--- src/rtl/bcd_to_bin_seq_pkg.sv ---
// Shared state encoding and BCD constants for the sequential BCD-to-binary decoder.
package bcd_to_bin_seq_pkg;

  typedef enum logic [1:0] {
    S_IDLE = 2'd0,
    S_CONV = 2'd1,
    S_DONE = 2'd2
  } state_t;

  localparam logic [3:0] BCD_MAX = 4'd9;

  function automatic logic digit_bad(input logic [3:0] d);
    return (d > BCD_MAX);
  endfunction

endpackage

--- src/rtl/bcd_to_bin_seq_digit_mac.sv ---
// One Horner step: acc_out = acc_in*10 + d, built from shifts (no multiplier).
// Purely combinational; out-of-range digits still accumulate modulo 2**BW and raise bad.
module bcd_digit_mac
  import bcd_to_bin_seq_pkg::*;
#(
  parameter int BW = 7
) (
  input  logic [BW-1:0] acc_in,
  input  logic [3:0]    d,
  output logic [BW-1:0] acc_out,
  output logic          bad
);

  always_comb begin
    acc_out = (acc_in << 3) + (acc_in << 1) + BW'(d);
    bad     = digit_bad(d);
  end

endmodule

--- src/rtl/bcd_to_bin_seq.sv ---
// NDIG-digit packed BCD to BW-bit binary, one digit per clock; done pulses NDIG+1 cycles after start.
// start is ignored while busy or done (no queuing); the operand is registered on the start edge.
module bcd_to_bin_seq
  import bcd_to_bin_seq_pkg::*;
#(
  parameter int NDIG = 2,
  parameter int BW   = 7
) (
  input  logic              clk,
  input  logic              rst,
  input  logic              start,
  input  logic [4*NDIG-1:0] bcd,
  output logic              busy,
  output logic              done,
  output logic [BW-1:0]     bin,
  output logic              err
);

  localparam int CW = (NDIG > 1) ? $clog2(NDIG) : 1;

  state_t            state, state_n;
  logic [4*NDIG-1:0] sh;
  logic [BW-1:0]     acc;
  logic [BW-1:0]     acc_nxt;
  logic              err_s;
  logic              bad;
  logic [CW-1:0]     cnt;
  logic              err_nxt;

  bcd_digit_mac #(.BW(BW)) u_mac (
    .acc_in  (acc),
    .d       (sh[4*NDIG-1 -: 4]),
    .acc_out (acc_nxt),
    .bad     (bad)
  );

  assign err_nxt = err_s | bad;

  always_comb begin
    state_n = state;
    case (state)
      S_IDLE:  if (start) state_n = S_CONV;
      S_CONV:  if (cnt == '0) state_n = S_DONE;
      S_DONE:  state_n = S_IDLE;
      default: state_n = S_IDLE;
    endcase
  end

  always_ff @(posedge clk) begin
    if (rst) begin
      state <= S_IDLE;
      sh    <= '0;
      acc   <= '0;
      err_s <= 1'b0;
      cnt   <= '0;
      bin   <= '0;
      err   <= 1'b0;
    end else begin
      state <= state_n;
      case (state)
        S_IDLE: begin
          if (start) begin
            sh    <= bcd;
            acc   <= '0;
            err_s <= 1'b0;
            cnt   <= CW'(NDIG - 1);
          end
        end
        S_CONV: begin
          acc   <= acc_nxt;
          err_s <= err_nxt;
          sh    <= sh << 4;
          cnt   <= cnt - 1'b1;
          // Final digit: publish the result together with the sticky error
          if (cnt == '0) begin
            bin <= err_nxt ? '0 : acc_nxt;
            err <= err_nxt;
          end
        end
        default: ;
      endcase
    end
  end

  assign busy = (state == S_CONV);
  assign done = (state == S_DONE);

endmodule
--- config.mk ---
export PLATFORM = sky130hd
export DESIGN_NAME = bcd_to_bin_seq
export DESIGN_NICKNAME = d
export VERILOG_FILES = /design/src/rtl/bcd_to_bin_seq_pkg.sv /design/src/rtl/bcd_to_bin_seq_digit_mac.sv /design/src/rtl/bcd_to_bin_seq.sv
export SDC_FILE = /design/constraint.sdc
export NUM_CORES = 1
export LEC_CHECK = 0
export CAP_MARGIN = 10
export CORE_ASPECT_RATIO = 1.4
export CORE_UTILIZATION = 51
export CTS_CLUSTER_DIAMETER = 50
export DETAILED_ROUTE_END_ITERATION = 6
export GPL_TIMING_DRIVEN = 0
export PLACE_DENSITY_LB_ADDON = 0.12
export SLEW_MARGIN = 20
export SYNTH_ARGS = -nofsm -noshare
export SYNTH_HDL_FRONTEND = slang
export SYNTH_SLANG_ARGS = --single-unit
--- constraint.sdc ---
create_clock -name clk -period 2.5 [get_ports clk]
set_clock_uncertainty 0.1 [all_clocks]
set_input_delay 0.5 -clock clk [delete_from_list [all_inputs] [get_ports clk]]
set_output_delay 0.5 -clock clk [all_outputs]
set_load 0.01 [all_outputs]
==> metrics.csv, run 1 <==
metric,value,unit
ant_nets,0,
met1_length,1100,um
p_comb_share,19.6,%
dr_wl_met2,1320,um
start_kind,register,
htree_levels,1,
place.gp.congestion,0.772,
power.leakage,0.624,nW
synth-main-ff-cell,dfxtp_1,
fin_crit,2410,ps
pwr-share-seq,49.2,%
period_share,96.3,%
maxCapViolCount,0,
drive_above_1_share,8.59,%
crit_arrival,1810,ps
die_w,43.8,um
cts_tree,built,
dp.cells,181,
ctsHoldBuffers,0,
worst-r2r-cell-count,8,
antenna_cells,0,
initial_core_util,56.0,%
pwr-share-clk,31.2,%
vias,1040,
fill_cells,191,
power.internal,0.689,mW
hp-class,input port to register,
dieHeight,60.5,um
synth_edf_count,0,
clk_pin_slew,140,ps
grt_max_degree,16,
post_cts_buffers,0,
p_switching,0.255,mW
core,2230,um^2
netlist_area,1250,um^2
final_nets,185,
final_cells,185,
grt_first_pass_wirelength,4260,um
synth_seq_cells,26,
finalWirelength,2550,um
timing.fmax,0.415,GHz
grt_pass1_vias,975,
outcome,completed,
antenna_found_initial,0,
hold_depth,2,
top_layer,met4,
rsz0062_at_grt,no,
clock-root-buffer,clkbuf_4,
clk_latency,330,ps
cp_max_fo,9,
vdd_drop_max,0.450,mV
worstPathRequired,1900,ps
hold_viol_final,0,
drc_errors,0,
grtUsageTotal,22.0,%
p_per_area,620,nW/um^2
drtPass1Iterations,5,
yosys_warnings,0,
dieArea,2650,um^2
syn-num-nets,161,
worstSetupPathType,register to output pin,
drv_slew,0,
setup_tns,0,ps
routed_via_density,5.62,
switching_share,27.0,%
overflow,0,
ios,21,
worst_slew_pin_slew,756,ps
io_buffers,19,
syn_area_per_cell,8.90,um^2
rows,20,
clock_sinks,26,
async_reset_ff_share,0,%
cts_buffers,3,
wl_met3,76,um
drt-initial-drc-count,17,
hpwl,1920,um
critPathCaptureType,output pin,
area_growth,22.1,%
syn-instance-count,140,
yosysSeqAreaShare,41.8,%
cts_buffer_depth,2,
relSlewSlack,49.2,%
yosys.cell_types.count,36,
finalSetupViolCount,0,
wire_per_inst,13.8,um
-- stage by stage --
step	power, mW	worst slack (ps)	utilization (%)	hold WS (ps)	area [um^2]
final	0.944	91.9	68.3	263	1520
after global routing	0.986	28.6	68.3	264	1520
after CTS	0.948	36.4	68.1	277	1520
after detailed placement	0.657	244	65.7	344	1460
after global placement	0.652	283	65.7	338	1460
after floorplan	0.590	416	-	355	1250
-- cells in the mapped netlist, types with 2 or more instances --
cell | n | area share (%)
a21oi_1 | 11 | 4.4
a22oi_1 | 8 | 4.8
a311oi_1 | 3 | 2.1
buf_6 | 2 | 1.8
clkbuf_1 | 3 | 0.90
dfxtp_1 | 26 | 42
fa_1 | 2 | 3.2
ha_1 | 8 | 8.0
inv_1 | 9 | 2.7
nand2_1 | 10 | 3.0
nand3_1 | 4 | 1.6
nand3b_1 | 3 | 1.8
nor2_1 | 23 | 6.9
nor3_1 | 2 | 0.80
o21ai_0 | 3 | 1.2
xnor2_1 | 2 | 1.4
xor2_1 | 2 | 1.4
-- flip-flops by register name (all words and copies together), names as in the netlist --
| name | count |
|---|---|
| acc | 6 |
| bin | 7 |
| cnt | 1 |
| err | 1 |
| err_s | 1 |
| sh | 8 |
| state | 2 |
-- cells in the final DEF, fill, tap and decap left out, drive strengths merged, types with 3 or more instances in the layout --
cell           instances
a21oi                 11
a22oi                  8
a311oi                 3
buf                    3
clkbuf                 6
clkdlybuf4s50         19
dfxtp                 26
ha                     8
inv                   10
nand2                 11
nand3                  4
nand3b                 3
nor2                  24
o21ai                  3
-- final timing paths --
kind              slack, ps      from  endpoint
hold / removal          260       rst  state[1]
hold reg to reg         360    bin[0]    bin[0]
setup / recovery         90  state[0]      busy
setup reg to reg        220     sh[7]    bin[5]
-- cell families (layout without fill, tap and decap cells) --
family          count (synthesis)  in the layout  share of synthesized area (%)
compound gates                 33             33                           17.8
simple gates                   51             51                           20.3
flops                          26             26                           41.8
xor+xnor                        4              4                           2.81
fa+ha+maj                      10             10                           11.2
buf+inv                        16             39                           6.12
-- repair_timing --
| action | in CTS | in global routing |
|---|---|---|
| gates resized for setup | 1 | 2 |
| setup endpoints to repair | 1 | 1 |
| pin swaps | 0 | 0 |
-- power by group through the flow --
stage	clock network, mW	logic, mW	registers (mW)
detailed placement	0	0.185	0.473
finish	0.295	0.185	0.464
CTS	0.297	0.187	0.464
global placement	0	0.181	0.471
floorplan	0	0.120	0.470
global route	0.309	0.208	0.468
-- routing by layer --
layer	vias to the layer above	global-route usage, %
li1	529	-
met1	483	24.0
met2	23	41.2
met3	5	2.08
met4	0	12.1
met5	-	0
-- layout make-up --
class | instances | area, um^2 | share of cell area, %
Buffer | 6 | 38.8 | 2.55
Clock buffer | 3 | 22.5 | 1.48
Clock inverter | 1 | 30.0 | 1.97
Inverter | 10 | 40.0 | 2.63
Multi-Input combinational cell | 98 | 649 | 42.7
Sequential cell | 26 | 523 | 34.4
Tap cell | 22 | 27.5 | 1.81
Timing Repair Buffer | 19 | 190 | 12.5
-- worst max-delay path: stages, from the launching register on --
cell             delay (ps)
dfxtp_2                 400
or2b_1                  230
buf_2                   190
inv_4                   120
clkdlybuf4s50_1         540
(Power assumes the default switching activity.)
==> run 2, diff against run 1 <==
--- a/config.mk
+++ b/config.mk
@@ -5,13 +5,14 @@
 export SDC_FILE = /design/constraint.sdc
 export NUM_CORES = 1
 export LEC_CHECK = 0
-export CAP_MARGIN = 10
+export CAP_MARGIN = 20
 export CORE_ASPECT_RATIO = 1.4
 export CORE_UTILIZATION = 51
 export CTS_CLUSTER_DIAMETER = 50
 export DETAILED_ROUTE_END_ITERATION = 6
 export GPL_TIMING_DRIVEN = 0
-export PLACE_DENSITY_LB_ADDON = 0.12
+export MAX_ROUTING_LAYER = met4
+export PLACE_DENSITY = 0.85
 export SLEW_MARGIN = 20
 export SYNTH_ARGS = -nofsm -noshare
 export SYNTH_HDL_FRONTEND = slang
==> metrics.csv, run 2 (same netlist as run 1, synthesis figures left out) <==
metric,value,unit
met3_usage,2.08,%
crit_chain,"or2b_1, buf_2, inv_2, clkdlybuf4s50_1",
vdd_drop_max,0.406,mV
htree_levels,1,
worstSetupPathType,register to output pin,
routed_via_density,5.92,
cp_max_fo,9,
top_usage_layer,met2,
maxCapViolCount,0,
worst_path_max_delay_cell,clkdlybuf4s50_1,
finalWirelength,2710,um
core,2230,um^2
ios,21,
cts_tree,built,
worstPathRequired,1900,ps
hold_viol_final,0,
clk_pin_slew,140,ps
startpoint,state[0],
dieArea,2650,um^2
dieHeight,60.5,um
start_kind,register,
cts_buffers,3,
hp-class,input port to register,
totalPowerFinal,0.868,mW
final_nets,185,
finalSetupViolCount,0,
timing.fmax,0.410,GHz
critPathCaptureType,output pin,
vias,1095,
largest_reg_flops,8,
rows,20,
drive_above_1_share,8.59,%
crit_arrival,1840,ps
slowest_delay,560,ps
grt_first_pass_wirelength,4400,um
rr_startpoint,sh[7],
final_cell_mix,"24 x dfxtp_1, 23 x nor2_1, 19 x clkdlybuf4s50_1",
grt_pass1_vias,1035,
hold_start,rst,
place.gp.congestion,0.855,
cpLargestDelayFamily,buffers and inverters,
power.leakage,0.617,nW
antenna_found_initial,0,
clk_latency,330,ps
grt_max_degree,15,
io_buffers,19,
use_met1,26.4,%
ant_nets,0,
outcome,completed,
post_cts_buffers,0,
setup_tns,0,ps
path_buf_inv,3,
p_per_area,577,nW/um^2
clock-root-buffer,clkbuf_4,
top_register,sh,
overflow,0,
fin_util,67.6,%
cts_buffer_depth,2,
drtPass1Iterations,5,
relSlewSlack,52.5,%
rsz0062_at_grt,no,
initial_core_util,56.0,%
drv_slew,0,
grt_use_met2,41.4,%
antenna_cells,0,
area_growth,20.8,%
wire_per_inst,14.6,um
worst_slew_pin_slew,708,ps
largestRegisters,"sh (8), bin (7), acc (6)",
drc_errors,0,
fin_crit,2440,ps
clock_sinks,26,
hpwl,2020,um
drt-initial-drc-count,32,
period_share,97.6,%
grtUsageTotal,23.7,%
die_w,43.8,um
final_common_cell,dfxtp_1,
## run 2: final cells by class
type / count / area [um^2]
fill: 190 / 722
multi-input combinational: 98 / 649
sequential: 26 / 526
timing repair buffer: 19 / 190
buffer: 6 / 38.8
inverter: 10 / 37.5
clock buffer: 4 / 36.3
tap: 22 / 27.5
## run 2: worst paths after layout
kind	to	slack, ps	depth (start not counted)
min reg2reg	bin[1]	370	2
max reg2reg	bin[5]	200	8
min	state[1]	270	2
max	busy	60	4
## run 2: where the power goes
group	internal, mW	switching, mW
logic	0.0848	0.103
registers	0.442	0.0227
clock network	0.0893	0.127
## run 2: per-layer routing
| metal | share of wire (%) | routed length (um) | up-vias |
|---|---|---|---|
| li1 | - | - | 533 |
| met4 | 2.3 | 63 | 0 |
| met2 | 54 | 1470 | 33 |
| met1 | 40 | 1090 | 522 |
| met5 | 0 | 0 | - |
| met3 | 3.2 | 86 | 7 |
## run 2: stage by stage
stage               setup slack (ps)  hold slack (ps)  area [um^2]  std cells
CTS                             45.5              268         1500        185
floorplan                        416              355         1250        140
detailed placement               226              350         1460        181
global route                   0.145              262         1510        185
global placement                 281              342         1460        181
finish                          60.7              266         1510        185
## run 2: repair_timing
item                       in CTS  in global routing
hold buffers                    0                  0
gates resized for setup         1                  2
cloned                          0                  0
setup endpoints to repair       1                  1
==> run 3, diff against run 2 <==
--- a/config.mk
+++ b/config.mk
@@ -7,12 +7,12 @@
 export LEC_CHECK = 0
 export CAP_MARGIN = 20
 export CORE_ASPECT_RATIO = 1.4
-export CORE_UTILIZATION = 51
+export CORE_UTILIZATION = 35
 export CTS_CLUSTER_DIAMETER = 50
 export DETAILED_ROUTE_END_ITERATION = 6
 export GPL_TIMING_DRIVEN = 0
 export MAX_ROUTING_LAYER = met4
-export PLACE_DENSITY = 0.85
+export PLACE_DENSITY = 0.65
 export SLEW_MARGIN = 20
 export SYNTH_ARGS = -nofsm -noshare
 export SYNTH_HDL_FRONTEND = slang
==> metrics.csv, run 3 (same netlist as run 1, synthesis figures left out) <==
metric,value,unit
outcome,completed,
largest_reg_flops,8,
final_common_cell,dfxtp_1,
clock_sinks,26,
seq_area,522,um^2
clk_latency,270,ps
finalWirelength,2690,um
ant_nets,0,
maxCapViolCount,0,
relSlewSlack,49.8,%
drtPass1Iterations,4,
period_share,95.3,%
core,3380,um^2
post_cts_buffers,0,
fin_util,45.7,%
cts_buffers,3,
worst_slew_pin_slew,747,ps
dieHeight,72.6,um
crit_arrival,1780,ps
timing.fmax,0.420,GHz
rsz0062_at_grt,no,
drt-initial-drc-count,28,
drv_slew,0,
clk_pin_slew,90,ps
place.gp.congestion,0.866,
start_kind,register,
worstPathRequired,1900,ps
worst_path_max_delay_cell,clkdlybuf4s50_1,
dieArea,3810,um^2
final_cells,203,
path_buf_inv,3,
grt_first_pass_wirelength,4610,um
routed_via_density,5.18,
largestRegisters,"sh (8), bin (7), acc (6)",
multi_input_area,649,um^2
top_layer,met4,
vdd_drop_max,0.408,mV
hp-class,input port to register,
hpwl,2110,um
drc_errors,0,
worstSetupPathType,register to output pin,
drive_above_1_share,7.98,%
top_register,sh,
io_buffers,19,
fin_crit,2380,ps
totalPowerFinal,0.920,mW
antenna_found_initial,0,
die_w,52.4,um
grtUsageTotal,16.5,%
rows,25,
fin_hold_ws,346,ps
grt_max_degree,15,
p_per_area,597,nW/um^2
met1_length,1090,um
slowest_delay,560,ps
finalSetupViolCount,0,
clock-root-buffer,clkbuf_8,
overflow,0,
final_nets,185,
hold_viol_final,0,
wl_met3,92,um
critPathCaptureType,output pin,
dr_wl_met2,1450,um
htree_levels,1,
setup_tns,0,ps
final_cell_mix,"25 x dfxtp_1, 23 x nor2_1, 19 x clkdlybuf4s50_1",
cp_max_fo,9,
initial_core_util,36.9,%
fill_cells,348,
cts_tree,built,
power.leakage,0.624,nW
grt_pass1_vias,1066,
vias,1052,
dp.cells,199,
cpLargestDelayFamily,buffers and inverters,
wire_per_inst,13.3,um
area_growth,23.8,%
antenna_cells,0,
crit_chain,"or2b_1, buf_2, inv_2, clkdlybuf4s50_1",
cts_buffer_depth,2,
ios,21,
-- run 3: final cells by class --
type	instances	share of cell area, %
repair buffers	19	12.3
well taps	40	3.24
inverters	10	2.43
clock buffers	4	3.57
multi-input cells	98	42.1
plain buffers	6	2.51
flip-flops and latches	26	33.8
-- run 3: through the flow --
step	cell area, um^2	setup WS [ps]
floorplan	1250	416
global placement	1490	285
detailed placement	1490	245
CTS	1540	80.6
global route	1540	31.6
finish	1540	117
-- run 3: where the power goes --
group / switching, mW / internal, mW
clock network: 0.131 / 0.141
logic: 0.101 / 0.0838
registers: 0.0220 / 0.441
-- run 3: per-layer routing --
| layer | vias to the layer above | global-route usage [%] |
|---|---|---|
| li1 | 525 | - |
| met1 | 490 | 17.8 |
| met2 | 29 | 29.1 |
| met3 | 8 | 2.29 |
| met4 | 0 | 7.31 |
| met5 | - | - |
-- run 3: what timing repair did --
action	in CTS	in global routing
resized for setup	0	1
endpoints found under the setup margin	0	1
hold buffers	0	0
-- run 3: final timing paths --
check / start / endpoint / slack [ps] / cells after the start
worst max-delay path: state[1] / busy / 120 / 4
worst min-delay path: rst / state[1] / 350 / 2
worst max register to register: sh[7] / bin[5] / 230 / 8
worst min register to register: bin[2] / bin[2] / 370 / 2
-- run 3: worst register-to-register path, delay by kind of cell, from the launching register on --
kind | cells | cell delay, ps
buffers and inverters | 2 | 150
xor gates and xnor gates | 1 | 200
AOI/OAI and AO/OA | 3 | 480
DFF | 1 | 370
adders and majority gates | 2 | 870
